## config.mk

```make
export PLATFORM = sky130hd
export DESIGN_NAME = shiftrows_serial
export DESIGN_NICKNAME = d
export VERILOG_FILES = /design/src/rtl/aes_pkg.sv /design/src/rtl/shiftrows_fwd.sv /design/src/rtl/shiftrows_serial.sv
export SDC_FILE = /design/constraint.sdc
export NUM_CORES = 1
export LEC_CHECK = 0
export CAP_MARGIN = 20
export CORE_MARGIN = 10
export CORE_UTILIZATION = 30
export CTS_CLUSTER_SIZE = 20
export DETAILED_ROUTE_END_ITERATION = 8
export GPL_TIMING_DRIVEN = 0
export REMOVE_ABC_BUFFERS = 1
export SLEW_MARGIN = 0
export SYNTH_ARGS = -nofsm -noshare
export SYNTH_HDL_FRONTEND = slang
export SYNTH_SLANG_ARGS = --single-unit
```

## constraint.sdc

```tcl
create_clock -name clk -period 6.6 [get_ports clk]
set_clock_uncertainty 0.05 [all_clocks]
set_input_delay 1.32 -clock clk [delete_from_list [all_inputs] [get_ports clk]]
set_output_delay 1.32 -clock clk [all_outputs]
set_load 0.02 [all_outputs]
```

## src/rtl/aes_pkg.sv

```systemverilog
// Shared AES constants, state type and byte-index helper.
package aes_pkg;

  localparam int unsigned AES_NB          = 4;
  localparam int unsigned AES_BLOCK_BYTES = 16;

  // Packed state: slot j holds byte k = AES_BLOCK_BYTES-1-j, so byte 0 sits in bits [127:120].
  typedef logic [AES_BLOCK_BYTES-1:0][7:0] aes_state_t;

  // Column-major byte index of s[r][c].
  function automatic int unsigned aes_byte_idx(input int unsigned r, input int unsigned c);
    return AES_NB * c + r;
  endfunction

endpackage

```

## src/rtl/shiftrows_fwd.sv

```systemverilog
// Purely combinational forward ShiftRows: s'[r][c] = s[r][(c + r) mod 4].
module shiftrows_fwd
  import aes_pkg::*;
(
  input  logic [127:0] din,
  output logic [127:0] dout
);

  aes_state_t din_s;
  aes_state_t dout_s;

  assign din_s = din;
  assign dout  = dout_s;

  // Static byte permutation; loops unroll to wiring only.
  always_comb begin
    dout_s = '0;
    for (int unsigned r = 0; r < AES_NB; r++) begin
      for (int unsigned c = 0; c < AES_NB; c++) begin
        dout_s[4'(AES_BLOCK_BYTES - 1 - aes_byte_idx(r, c))] =
            din_s[4'(AES_BLOCK_BYTES - 1 - aes_byte_idx(r, (c + r) % AES_NB))];
      end
    end
  end

endmodule

```

## src/rtl/shiftrows_serial.sv

```systemverilog
// Byte-serial loader into a ping-pong bank pair, emitting each full block with forward
// ShiftRows applied on a 128-bit valid/ready output. Blocks leave in arrival order.
module shiftrows_serial
  import aes_pkg::*;
(
  input  logic         clk,
  input  logic         resetn,
  input  logic         in_valid,
  output logic         in_ready,
  input  logic [7:0]   in_byte,
  input  logic         abort,
  output logic         out_valid,
  input  logic         out_ready,
  output logic [127:0] out_block,
  output logic         busy
);

  logic       resetn_q;
  logic [1:0] full_q, full_d;
  logic       wr_sel_q, wr_sel_d;
  logic       rd_sel_q, rd_sel_d;
  logic [3:0] fill_cnt_q, fill_cnt_d;

  aes_state_t   bank0_q, bank1_q;
  aes_state_t   rd_bank;
  logic [127:0] shifted;

  logic in_fire;
  logic out_fire;
  logic last_byte;

  // in_ready is built only from registers, so out_ready never reaches it combinationally.
  assign in_ready  = resetn_q & ~full_q[wr_sel_q];
  // A byte arriving together with abort is dropped.
  assign in_fire   = in_valid & in_ready & ~abort;
  assign last_byte = (fill_cnt_q == 4'(AES_BLOCK_BYTES - 1));
  assign out_valid = full_q[rd_sel_q];
  assign out_fire  = out_valid & out_ready;
  assign busy      = (|full_q) | (fill_cnt_q != 4'd0);

  assign rd_bank   = rd_sel_q ? bank1_q : bank0_q;

  shiftrows_fwd u_shiftrows_fwd (
    .din  (rd_bank),
    .dout (shifted)
  );

  assign out_block = out_valid ? shifted : 128'h0;

  // Next-state for flags, selects and fill counter; fill and drain touch different banks.
  always_comb begin
    full_d     = full_q;
    wr_sel_d   = wr_sel_q;
    rd_sel_d   = rd_sel_q;
    fill_cnt_d = fill_cnt_q;

    if (abort) begin
      fill_cnt_d = 4'd0;
    end else if (in_fire) begin
      fill_cnt_d = fill_cnt_q + 4'd1;
      if (last_byte) begin
        full_d[wr_sel_q] = 1'b1;
        wr_sel_d         = ~wr_sel_q;
      end
    end

    if (out_fire) begin
      full_d[rd_sel_q] = 1'b0;
      rd_sel_d         = ~rd_sel_q;
    end
  end

  // Control state with synchronous active-low reset.
  always_ff @(posedge clk) begin
    if (!resetn) begin
      resetn_q   <= 1'b0;
      full_q     <= 2'b00;
      wr_sel_q   <= 1'b0;
      rd_sel_q   <= 1'b0;
      fill_cnt_q <= 4'd0;
    end else begin
      resetn_q   <= 1'b1;
      full_q     <= full_d;
      wr_sel_q   <= wr_sel_d;
      rd_sel_q   <= rd_sel_d;
      fill_cnt_q <= fill_cnt_d;
    end
  end

  // Bank data is not reset; ~fill_cnt_q maps byte k onto packed slot 15-k.
  always_ff @(posedge clk) begin
    if (in_fire && !wr_sel_q) begin
      bank0_q[~fill_cnt_q] <= in_byte;
    end
    if (in_fire && wr_sel_q) begin
      bank1_q[~fill_cnt_q] <= in_byte;
    end
  end

endmodule

```

; Word level (Yosys, flattened, before mapping)
; Index checks and enable logic that the tools add are counted.
[totals]
ff_bits = 265
in_bits = 13
out_inout_bits = 131
elab_cells = 88
[op_classes]
addsub = 1
magnitude_cmp = 6
n_eq_ne = 1
mux = 19
n_bitwise = 14
reduce_logical = 10
[ops]
columns = cell, count
row1 = $bwmux 128, 2
row2 = $mux 128, 2
row3 = $demux 8 s4, 1
row4 = $mux 2, 4
row5 = $mux 8, 1
row6 = $mux 1, 7
row7 = $logic_and 1x1->1, 5
row8 = $lt 4x5->1 const B, 1
row9 = $not 1->1, 5
row10 = $add 4x1->4 const B, 1
row11 = $and 1x1->1, 4
row12 = $eq 4x4->1 const B, 1
row13 = $ge 4x1->1 const B, 1
row14 = $lt 1x2->1 const B, 2
row15 = $not 4->4, 1
row16 = $reduce_bool 4->1, 1
row17 = $reduce_or 2->1, 2
row18 = $reduce_and 3->1, 1
row19 = $and 2x2->2, 1
row20 = $demux 1 s1, 2
row21 = $ge 1x1->1 const B, 2
row22 = $not 2->2, 1
row23 = $or 2x2->2, 1
row24 = $logic_not 1->1, 1
row25 = $or 1x1->1, 1

; Depth between registers and ports, before layout
[depth]
word_depth = 10
depth_mapped = 5
depth_no_buf = 4

; Modules after synthesis
; A second synthesis with hierarchy kept.
[hier_totals]
cells_unflattened = 780
hier_area_um2 = 11798.8
[modules_own_cells]
columns = module, instances, cells_each, area_each_um2, seq_area_each_um2
row1 = shiftrows_serial, 1, 652, 10837.9, 7867.5
row2 = shiftrows_fwd, 1, 128, 960.9, 0.0

; Worst setup path before layout
; No wires, ideal clock.
[synth_path]
path_kind = input port to flip-flop
start = in abort
end = reg bank1_q[0] in the netlist's numbering (enable)
setup_ns = 0.401
arrival_time_ns = 2.548
required_time_ns = 6.149
slack_ns = 3.601
path_stages = 2
n_path_buf = 0
cell_sequence = nand4b_1 > nor4b_1
[synth_between]
elab_chain_cells = 3
[synth_rtl]
columns = element, line_no
row1 = from (decl), shiftrows_serial.sv:11  ; input logic abort,
row2 = $not 1->1 (no line), --
row3 = $and 1x1->1, shiftrows_serial.sv:35  ; assign in_fire = in_valid & in_ready & ~abort;
row4 = $logic_and 1x1->1, shiftrows_serial.sv:95  ; if (in_fire && wr_sel_q) begin
row5 = "to (signal, indexed assignment)", shiftrows_serial.sv:96  ; bank1_q[~fill_cnt_q] <= in_byte;
row6 = to (decl), shiftrows_serial.sv:24  ; aes_state_t bank0_q, bank1_q;
; Every way passes these cells.
; A chain may end at the register's enable or synchronous reset.

; Worst setup path after layout
[layout_path]
start = reg rd_sel_q
end = out out_block[28]
[layout_between]
elab_chain_cells = 3
word_cells_on_any_way = 4
cone_classes = 4 x mux
[layout_rtl]
columns = element, line_no
row1 = from (decl), shiftrows_serial.sv:21  ; logic rd_sel_q, rd_sel_d;
row2 = from (signal assigned), shiftrows_serial.sv:85  ; rd_sel_q <= rd_sel_d;
row3 = $mux 1 (implied by the code) (2 in a row), shiftrows_serial.sv:37  ; assign out_valid = full_q[rd_sel_q];
row4 = $mux 128 *, shiftrows_serial.sv:48  ; assign out_block = out_valid ? shifted : 128'h0;
row5 = to (decl), shiftrows_serial.sv:14  ; output logic [127:0] out_block,
; Every way passes the cells marked *; elsewhere a longest branch is shown, timed or not. The select of a mux whose other input is x is not followed.

==> impl_metrics.json <==
{
  "max_slew_margin": 0.417,
  "crit_type": "reg2out",
  "synth_top_area_share": 0.746,
  "htree_levels": 1,
  "drt-initial-drc-count": 307,
  "root_buffer": "clkbuf_16",
  "dieWidth_um": 205,
  "tritoncts": "yes",
  "min_path_cells": 2,
  "multi_input_area_sq_um": 2260,
  "grt-ovfl-total": 0,
  "row_count": 67,
  "cp_top_family": "buffers and inverters",
  "clk_path_buf_depth": 3,
  "grtUsageTotal": 0.113,
  "cp.depth": 5,
  "cts_buffers": 29,
  "hold_path.class": "reg2reg",
  "rsz0062_at_grt": "false",
  "cts_hold_buf": 0,
  "fmax_ghz": 0.208,
  "ff_latch_area_sq_um": 7870,
  "dieArea_sq_um": 42200,
  "cp_slowest_cell": "dfxtp_4",
  "cp_cell_sequence": "mux2i_4, buf_12, buf_12, nor2_1, clkdlybuf4s50_1",
  "area_delta_synth_final_pct": 30.3,
  "final_core_util": 0.398,
  "holdWs_ns": 0.495,
  "die_y_um": 205,
  "clk_pin_slew_worst_paths_ns": 0.07,
  "cpMostUsedCell": "buf_12",
  "synthDistinctLibCells": 29,
  "power.density_nw_per_um2": 257,
  "synth_area_leader_cell": "edfxtp_1",
  "power.total_uw": 3450,
  "cp.arrival_ns": 3.45,
  "antenna_found_initial": 0,
  "post-route-min-period_ns": 4.82,
  "gp_congestion": 0.752,
  "syn_avg_cell_area_sq_um": 16.0,
  "cp_num_buf_inv": 3,
  "endpoint_kind": "primary output",
  "post-cts-setup-buffer-count": 0,
  "drv_slew": 0,
  "syn_area_sq_um": 10300,
  "max_stage_delay_ns": 0.91,
  "synth_area_leaders": "edfxtp_1 75%, mux2i_1 13%, nor2_1 5.8%, dfxtp_1 1.7%, buf_2 1.3%",
  "n_antenna_cell": 0,
  "synth-seq-area-share": 0.764,
  "pin_count": 144,
  "drc": 0,
  "wl_per_cell_um": 19.2,
  "firstDrtPassIters": 4,
  "finalSetupViolCount": 0,
  "clkLatencyLatePin_ns": 0.54,
  "met1_usage": 0.142,
  "nets": 816,
  "core_sq_um": 33700,
  "synthesis.yosys.warnings": 0,
  "vias_per_cell": 4.50,
  "ys_ff_latch": 265,
  "cap_violations": 0,
  "clock_sinks": 265,
  "required_ns": 5.23,
  "crit_path_start_kind": "flip-flop",
  "met3_usage": 0.0274,
  "vias": 5719,
  "port_buffers": 143,
  "ir_drop_uv": 179,
  "grtUsageMet2": 0.191,
  "hpwl_um": 16600,
  "final_layout_size_suffix_gt1_frac": 0.0791,
  "start_util": 0.306,
  "reg2regPathDepth": 3,
  "busiest_layer": "met2",
  "fillers": 3117,
  "grt_max_degree": 53,
  "postRouteAntennaNets": 0,
  "fin_crit_sh": 0.730,
  "cts_resized": 0,
  "power_leakage_uw": 0.00407,
  "status": "finished, final reports clean",
  "grt_pass1_vias": 5860,
  "wl_um": 24400,
  "final-hold-violation-count": 0,
  "worst-path-max-fanout": 44,
  "grt_pass1_wl_um": 36200,
  "syn_inst": 645,
  "worst_slew_pin_slew_ns": 0.856
}
[cell type report]
type	count	share of cell area
Clock buffer	39	0.0613
Clock inverter	15	0.00783
Tap cell	448	0.0418
Inverter	7	0.00196
Timing Repair Buffer	157	0.132
Multi-Input combinational cell	339	0.168
Sequential cell	265	0.586
[cells in the mapped netlist]
cell	n
or2_2	1
mux2_4	1
nand2b_1	3
buf_1	2
or4_1	3
nand4b_1	2
nor2b_1	1
a21oi_1	7
buf_6	1
or4b_1	1
o21ai_0	3
and2_1	2
o21a_1	1
a21boi_0	1
ha_1	4
nand2_1	3
nor3_1	1
a311oi_1	1
nand3_1	9
inv_1	7
and3b_1	2
nor2_1	159
dfxtp_1	9
edfxtp_1	256
nor4b_1	1
o31ai_1	3
buf_2	26
clkbuf_1	5
mux2i_1	130
[power by group]
group          switching (uW)  internal, uW
Sequential              0.909          1850
Combinational            41.0          20.9
Clock                     632           909
[flip-flops by register name, summed over array words and instances (netlist names)]
| name | cells |
|---|---|
| wr_sel_q | 1 |
| rd_sel_q | 1 |
| fill_cnt_q | 4 |
| resetn_q | 1 |
| full_q | 2 |
| bank0_q | 128 |
| bank1_q | 128 |
[cells by family after synthesis]
group | share of synthesized area
fa+ha+maj | 0.00486
buf+inv | 0.0188
compound gates | 0.00935
mux | 0.128
flops | 0.764
simple gates | 0.0755
[worst min-delay path, cell delays in order, from the launching register on]
cell and delay (ns):
dfxtp_1 0.36, o31ai_1 0.08, a21oi_1 0.06
[layer usage]
layer  wire (um)  up-vias
met5           0        -
met4         404        0
met3        1570       38
met2       11800      150
met1       10700     2846
li1            -     2685
[per-stage QoR]
stage	TNS (ns)	instances	area (sq um)	setup WS [ns]
global route	0	1270	13400	1.60
finish	0	1270	13400	1.78
detailed placement	0	1216	12500	2.31
global placement	-1790.69	1202	12100	-14.36
floorplan	-751.95	611	10100	-5.83
CTS	0	1270	13400	1.71
[final timing paths]
path,startpoint,slack [ns],to
worst max-delay path,rd_sel_q$_SDFFE_PN0P_,1.78,out_block[28]
worst min register to register,fill_cnt_q[3]$_SDFFE_PP0N_,0.49,fill_cnt_q[3]$_SDFFE_PP0N_
worst min-delay path,fill_cnt_q[3]$_SDFFE_PP0N_,0.49,fill_cnt_q[3]$_SDFFE_PP0N_
worst max register to register,wr_sel_q$_SDFFE_PN0P_,4.23,bank1_q[14]$_DFFE_PP_
[layout by cell type (no fill, tap or decap), types with 2 or more instances in the layout]
cell type          n
inv_1              7
clkdlybuf4s50_1  142
mux2i_1          129
or4_1              3
clkbuf_16         29
nor2_1           159
and2_1             2
buf_12             2
clkbuf_1           4
o31ai_1            3
clkbuf_8           6
dfxtp_1            8
nand2b_1           3
nand2_1            3
clkinv_1           5
and3b_1            2
nand4b_1           2
a21oi_1            7
clkinvlp_4         3
o21ai_0            3
buf_16            11
clkinv_2           5
nand3_1            9
ha_1               4
edfxtp_1         256
Note: power is estimated with default switching activity, not from simulation.
